## src/rtl/vector_adder_ctrl.sv

```systemverilog
// Sequencer/arbiter for the A+B->C vector adder: post-reset sweep of C, then
// read / write-A / increment-A commands, each A change followed by a C recompute.
//
// state  | meaning
// SW_RD  | sweep: read A[idx], B[idx]
// SW_WR  | sweep: write C[idx] = A + B
// IDLE   | serve pending command or display C[addr]
// WR_A   | write A[paddr] = pdata
// INC_RD | read A[paddr]
// INC_WR | write A[paddr] = A + 1
// RC_RD  | recompute: read A[paddr], B[paddr]
// RC_WR  | recompute: write C[paddr]
module vector_adder_ctrl #(
  parameter int ADDR_W = 10,
  parameter int DEPTH  = 1024,
  parameter int DATA_W = 4
) (
  input  logic              clk,
  input  logic              rst,
  input  logic [1:0]        mode,
  input  logic [ADDR_W-1:0] addr,
  input  logic [DATA_W-1:0] data_in,
  output logic [ADDR_W-1:0] a_addr,
  output logic              a_we,
  output logic [DATA_W-1:0] a_wdata,
  input  logic [DATA_W-1:0] a_rdata,
  output logic [ADDR_W-1:0] b_addr,
  input  logic [DATA_W-1:0] b_rdata,
  output logic [ADDR_W-1:0] c_addr,
  output logic              c_we,
  output logic [DATA_W:0]   c_wdata,
  input  logic [DATA_W:0]   c_rdata,
  output logic [DATA_W:0]   disp_val,
  output logic              busy
);

  typedef enum logic [2:0] {
    SW_RD, SW_WR, IDLE, WR_A, INC_RD, INC_WR, RC_RD, RC_WR
  } state_t;

  localparam logic [ADDR_W-1:0] IDX_LAST = ADDR_W'(DEPTH - 1);

  state_t              state_q, state_d;
  logic [ADDR_W-1:0]   idx_q;
  logic [1:0]          mode_q;
  logic                pending_q;
  logic                pop_inc_q;
  logic [ADDR_W-1:0]   paddr_q;
  logic [DATA_W-1:0]   pdata_q;
  logic [DATA_W:0]     disp_q;
  logic [ADDR_W-1:0]   a_addr_q, b_addr_q, c_addr_q;
  logic                disp_ld;
  logic                pend_clr;
  logic                start;
  logic [DATA_W:0]     sum;

  assign sum      = {1'b0, a_rdata} + {1'b0, b_rdata};
  assign start    = mode[1] && (mode_q == 2'b00);
  assign disp_val = disp_q;
  assign busy     = (state_q != IDLE);

  always_comb begin
    state_d  = state_q;
    a_addr   = a_addr_q;
    b_addr   = b_addr_q;
    c_addr   = c_addr_q;
    a_we     = 1'b0;
    a_wdata  = '0;
    c_we     = 1'b0;
    c_wdata  = '0;
    disp_ld  = 1'b0;
    pend_clr = 1'b0;
    case (state_q)
      SW_RD: begin
        a_addr  = idx_q;
        b_addr  = idx_q;
        state_d = SW_WR;
      end
      SW_WR: begin
        c_addr  = idx_q;
        c_we    = 1'b1;
        c_wdata = sum;
        state_d = (idx_q == IDX_LAST) ? IDLE : SW_RD;
      end
      IDLE: begin
        if (pending_q) begin
          pend_clr = 1'b1;
          state_d  = pop_inc_q ? INC_RD : WR_A;
        end else if (mode == 2'b01) begin
          c_addr  = addr;
          disp_ld = 1'b1;
        end
      end
      WR_A: begin
        a_addr  = paddr_q;
        a_we    = 1'b1;
        a_wdata = pdata_q;
        state_d = RC_RD;
      end
      INC_RD: begin
        a_addr  = paddr_q;
        state_d = INC_WR;
      end
      INC_WR: begin
        a_we    = 1'b1;
        a_wdata = a_rdata + 1'b1;
        state_d = RC_RD;
      end
      RC_RD: begin
        a_addr  = paddr_q;
        b_addr  = paddr_q;
        state_d = RC_WR;
      end
      RC_WR: begin
        c_addr  = paddr_q;
        c_we    = 1'b1;
        c_wdata = sum;
        state_d = IDLE;
      end
      default: state_d = SW_RD;
    endcase
    // an in-flight write must not land on the reset edge
    if (rst) begin
      a_we = 1'b0;
      c_we = 1'b0;
    end
  end

  always_ff @(posedge clk) begin
    if (rst) begin
      state_q   <= SW_RD;
      idx_q     <= '0;
      mode_q    <= 2'b00;
      pending_q <= 1'b0;
      disp_q    <= '0;
    end else begin
      state_q  <= state_d;
      mode_q   <= mode;
      a_addr_q <= a_addr;
      b_addr_q <= b_addr;
      c_addr_q <= c_addr;
      if (state_q == SW_WR)
        idx_q <= idx_q + 1'b1;
      if (disp_ld)
        disp_q <= c_rdata;
      if (start && !pending_q) begin
        pending_q <= 1'b1;
        pop_inc_q <= mode[0];
        paddr_q   <= addr;
        pdata_q   <= data_in;
      end else if (pend_clr) begin
        pending_q <= 1'b0;
      end
    end
  end

endmodule

```

## config.mk

```make
export PLATFORM = sky130hd
export DESIGN_NAME = vector_adder_ctrl
export DESIGN_NICKNAME = d
export VERILOG_FILES = /design/src/rtl/vector_adder_ctrl.sv
export SDC_FILE = /design/constraint.sdc
export NUM_CORES = 1
export LEC_CHECK = 0
export ABC_CLOCK_PERIOD_IN_PS = 2600
export BUFFER_PORTS_ARGS = -buffer_cell sky130_fd_sc_hd__buf_2
export CORE_MARGIN = 4
export CORE_UTILIZATION = 49
export DETAILED_ROUTE_END_ITERATION = 16
export PLACE_DENSITY = 0.72
export RECOVER_POWER = 50
export SYNTH_ARGS = -nofsm -noshare
export SYNTH_HDL_FRONTEND = slang
export SYNTH_SLANG_ARGS = --single-unit
export TNS_END_PERCENT = 20
```

## constraint.sdc

```tcl
create_clock -name clk -period 2.6 [get_ports clk]
set_input_delay 0.26 -clock clk [delete_from_list [all_inputs] [get_ports clk]]
set_output_delay 0.26 -clock clk [all_outputs]
set_load 0.03 [all_outputs]
```

==> Word-level counts from Yosys, hierarchy flattened <==
Index checks and enable logic that the tools add are counted.
{ "op_classes": {"reduce_logical": 10, "add_sub_neg": 3, "n_eq_ne": 11, "bitwise": 1, "mux": 22} }
{ "ops": {"columns": ["operator", "count"], "rows": [
  ["$pmux 10 s2", 2],
  ["$pmux 10 s3", 1],
  ["$pmux 3 s7", 1],
  ["$mux 10", 2],
  ["$eq 3x3->1 const B", 4],
  ["$mux 1", 11],
  ["$add 10x1->10 const B", 1],
  ["$eq 10x10->1 const B", 1],
  ["$pmux 4 s2", 1],
  ["$eq 3x2->1 const B", 2],
  ["$mux 3", 2],
  ["$add 4x4->5", 1],
  ["$mux 5", 1],
  ["$add 4x1->4 const B", 1],
  ["$reduce_or 2->1", 2],
  ["$eq 3x1->1 const B", 1],
  ["$logic_not 3->1", 1],
  ["$ne 3x2->1 const B", 1],
  ["$reduce_or 3->1", 1],
  ["$eq 2x1->1 const B", 1],
  ["$logic_and 1x1->1", 2],
  ["$logic_not 2->1", 1],
  ["$mux 2", 1],
  ["$ne 2x2->1 const B", 1],
  ["4 further kinds", 4]
]} }
{ "totals": {"ff_bits": 66, "elab_cells": 58} }

==> Longest topological paths before layout <==
{ "logic_depth": {"depth_word": 4, "mapped_depth": 7, "mapped_depth_nobuf": 5} }

==> Worst setup path before layout <==
No wires, ideal clock.
{ "synth_timing": {"path_kind": "register -> register", "startpoint": "reg pending_q", "endpoint": "reg paddr_q[0], enable pin", "stages_incl_launch_ff": 3, "t_arrival_ns": 2.184, "setup_time_ns": 0.431, "period_less_slack_ns": 2.616, "path_slack_ns": -0.016, "path_cell_list": "dfxtp_1 -> clkbuf_1 -> nor4b_1"} }
{ "synth_via": {"elab_chain_len": 3} }
{ "synth_rtl": {"columns": ["element", "line", "rtl"], "rows": [
  ["start: declaration", "46", "logic pending_q;"],
  ["start signal: assignment", "134", "pending_q <= 1'b0;"],
  ["start signal: assignment", "147", "pending_q <= 1'b1;"],
  ["start signal: assignment", "152", "pending_q <= 1'b0;"],
  ["$logic_not 1->1", "146", "if (start && !pending_q) begin"],
  ["$logic_and 1x1->1", "146", null],
  ["$reduce_and 2->1 (no line)", null, null],
  ["end signal: assignment", "149", "paddr_q <= addr;"],
  ["end: declaration", "48", "logic [ADDR_W-1:0] paddr_q;"]
]} }
Every way passes these cells.
A chain may end at the register's enable or synchronous reset.

==> Worst setup path in the final report <==
{ "layout_timing": {"startpoint": "reg state_q[1]", "endpoint": "out c_addr[0]"} }
{ "layout_via": {"elab_chain_len": 2} }
{ "layout_rtl": {"columns": ["element", "line", "rtl"], "rows": [
  ["start: declaration", "43", "state_t state_q, state_d;"],
  ["start signal: assignment", "137", "state_q <= state_d;"],
  ["$eq 3x3->1, or another cell as far along", "73", "case (state_q)"],
  ["$pmux 10 s3 (*)", "73", null],
  ["end: declaration", "29", "output logic [ADDR_W-1:0] c_addr,"]
]} }
Every way passes the cells marked *; elsewhere a longest branch is shown, timed or not.

==> summary.md <==
| Metric | Value |
|---|---|
| Fmax | `approximately 400 MHz` |
| Syn Area/Cell | `~10 sq um` |
| Status | `finished clean` |
| Max-slew headroom | `29.4%` |
| Main synth FF type | `edfxtp_1` |
| First-pass GRT wire length | `13800 um` |
| Yosys cell types | `41` |
| Number of synthesized flops with an enable pin | `45` |
| Placer's final routability congestion estimate | `about 0.8` |
| Final ANT Viol Nets | `0` |
| Critical path peak fanout | `15` |
| Slowest cell on crit path | `dfxtp_2` |
| Worst-Margin Slew | `between 1000 and 1500 ps` |
| Largest net degree at the start of global routing | `55` |
| RSZ-0062 raised after global routing | `no` |
| First-iteration detailed-routing DRC count | `202` |
| Synthesized cell area | `around 0.0036 sq mm` |
| Setup violators final | `0` |
| Post-layout minimum cycle time | `2480 ps` |
| Worst EP arrival | `2220 ps` |
| Clock Tree Buf Depth | `2` |
| Register area | `about 0.0018 sq mm` |
| Max VDD drop | `303 uV` |
| Cts hold-fix bufs | `0` |
| Critical path's largest stage delay | `around 440 ps` |
| N_diodes | `0` |
| Area leader, netlist | `edfxtp_1` |
| Period utilization | `between 90% and 100%` |
| Worst Path Class, Setup | `reg -> out` |
| Final Max Tran Viols | `0` |
| DP Area | `about 0.0041 sq mm` |
| Fillers | `between 600 and 700` |
| Total core area | `between 0.007 and 0.008 sq mm` |
| Post-DP HPWL | `around 5900 um` |
| Num rows | `31` |
| Cells after synthesis | `~370` |
| Clock sink count | `between 60 and 70` |
| Later-pin clock latency in the skew report | `about 340 ps` |
| Vias in the first global route | `roughly 2900` |
| Setup TNS | `0 ps` |
| MaxCap Viol Count | `0` |
| Hold crit path type | `in -> reg` |
| Design Area, Final | `0.00427 sq mm` |
| Nets | `between 400 and 500` |
| Area share of the largest cell type after synthesis | `37.1%` |
| Starting Density | `50.2%` |
| Share of cells above drive strength 1 | `about a fifth` |
| DR WL/cell | `around 16 um` |
| GRT overflow | `0` |
| Seq/Total Area, Yosys | `48.7%` |
| CTS buffer count | `9` |
| Vias/cell | `roughly 5.6` |
| H-tree levels | `3` |
| Synth Net Count | `411` |
| Initial antenna violation count | `0` |
| Input/output buffers | `77` |
| Io pins | `between 70 and 80` |
| CP Capture Type | `primary output` |
| Area grow syn2layout | `17.3%` |
| Worst-path clk slew | `roughly 70 ps` |
| Worst Path Required | `between 2000 and 2500 ps` |
| Startpoint types | `register` |
| Die width | `about 94 um` |
| Final Routed Wirelength | `roughly 8500 um` |
| Fraction of registers with async set or reset after synthesis | `0%` |
| GRT Util Overall | `about a fifth` |
| Pwr dens | `559 mW/mm^2` |
| Flops & latches, synth | `66` |
| Die H | `between 90 and 100 um` |
| Clock skew | `between 5 and 6 ps` |
| CTS tree | `built` |
| Static leakage | `about 1.7 nW` |
| Most area-consuming cells after synthesis | `edfxtp_1 37%, dfxtp_1 12%, nor2_1 5.1%` |
| Ys Warns | `0` |
| DR vias | `3036` |
| Fin. Hold Viols | `0` |
| Pre-Repair DR Iteration Count | `4` |
| CP Cell Sequence | `or3b_4 > nor4b_4 > buf_4 > a221o_1 > buf_2` |
| Multi-input gate area | `around 0.0017 sq mm` |
| DRC | `0` |
| CTS root buf | `clkbuf_8` |
| Die area | `0.00887 sq mm` |
==> critical path: cells and delay by family, from the launching register on <==
family,cells,cell delay [ps]
DFF,1,440
buffers and inverters,2,490
and+or+nand+nor,2,740
AOI/OAI and AO/OA,1,220
==> sequential cells by signal, indices dropped and copies added (netlist names) <==
register / count
pop_inc_q: 1
disp_val: 5
idx_q: 10
pending_q: 1
paddr_q: 10
a_addr_q: 10
pdata_q: 4
mode_q: 2
b_addr_q: 10
c_addr_q: 10
state_q: 3
==> worst paths after layout <==
check	start	slack, ps	depth (start not counted)	endpoint
max	state_q[1]	120	5	c_addr[0]
min	data_in[0]	100	1	pdata_q[0]
max reg2reg	state_q[0]	620	5	idx_q[9]
min reg2reg	disp_val[3]	500	2	disp_val[3]
==> cells in the mapped netlist (2+ instances only) <==
master and n:
and2_1 4, nand4_1 3, nor4_1 2, ha_1 6, o21ai_0 15, mux2i_1 14, dfxtp_1 21, xnor2_1 6
clkbuf_1 18, nand2b_1 2, a221o_1 10, nor4b_1 2, nand3_1 5, a22oi_1 15, nor3_1 13, buf_2 2
edfxtp_1 45, a21oi_1 27, a221oi_1 19, xor2_1 6, buf_1 5, inv_1 23, nand2_1 17, nor2b_1 17
a21o_1 12, nor2_1 49
==> timing repair <==
| action | CTS | global route |
|---|---|---|
| resized for setup | 2 | 2 |
| pin swaps | 0 | 0 |
| setup buffers | 0 | 0 |
| cloned | 0 | 0 |
| setup endpoints to repair | 5 | 10 |
==> logic make-up (layout without fill, tap and decap cells) <==
kind of cell | Yosys count | after routing | synth area share, %
multiplexers | 14 | 14 | 3.85
AO/OA/AOI/OAI | 101 | 101 | 19.4
buffers and inverters | 50 | 124 | 5.53
flip-flops | 66 | 66 | 48.7
XOR/XNOR | 12 | 12 | 2.89
adder cells (fa/ha/maj) | 7 | 7 | 2.61
AND/OR/NAND/NOR | 123 | 123 | 17.0
==> cells in the final DEF, fill, tap and decap left out, drive strengths merged, types with 2 or more instances in the layout <==
master,netlist,layout
nand2,17,17
nor3,13,13
a21oi,27,27
clkbuf,18,29
xnor2,6,6
xor2,6,6
mux2i,14,14
o21ai,15,15
edfxtp,45,45
nor2,50,50
nor4,2,2
or3b,2,2
a21o,12,12
a221o,10,10
buf,9,69
nand3,5,5
clkinv,0,2
ha,6,6
inv,23,23
nor2b,17,17
a22oi,15,15
and2,4,4
nand4,3,3
nand2b,2,2
dfxtp,21,21
nor4b,3,3
a221oi,19,19
==> power breakdown <==
group / switching (mW) / internal [mW] / total [mW] / leakage, nW
sequential: 0.0336 / 1.19 / 1.22 / 0.613
combinational: 0.274 / 0.147 / 0.421 / 1.04
clock: 0.378 / 0.369 / 0.747 / 0.0811
==> final cells by class <==
cell class	count	share of cell area, %
Timing Repair Buffer	85	10.6
Clock inverter	3	0.381
Tap cell	99	2.90
Multi-Input combinational cell	257	39.1
Inverter	23	2.02
Clock buffer	13	3.49
Sequential cell	66	41.5
==> per-stage QoR <==
step           utilization (%)  hold slack [ps]  setup slack [ps]  std cells  power, mW
6_report                  58.9             96.7               120        546       2.39
3_5_place_dp              56.9              439               372        530       1.67
5_1_grt                   58.9             74.5              8.42        546       2.50
4_1_cts                   59.2             79.6              92.8        546       2.42
2_1_floorplan                -              339               163        373       1.53
3_3_place_gp              56.9              440               439        530       1.66
==> per-layer routing <==
metal  global-route usage, %  wire length [um]  up-vias
met3                    4.81               560        9
met2                    29.6              3860       84
li1                        -                 -     1520
met1                    28.3              3990     1423
met4                    7.58                97        0
met5                       0                 0        -
Note: power is estimated with default switching activity, not from simulation.
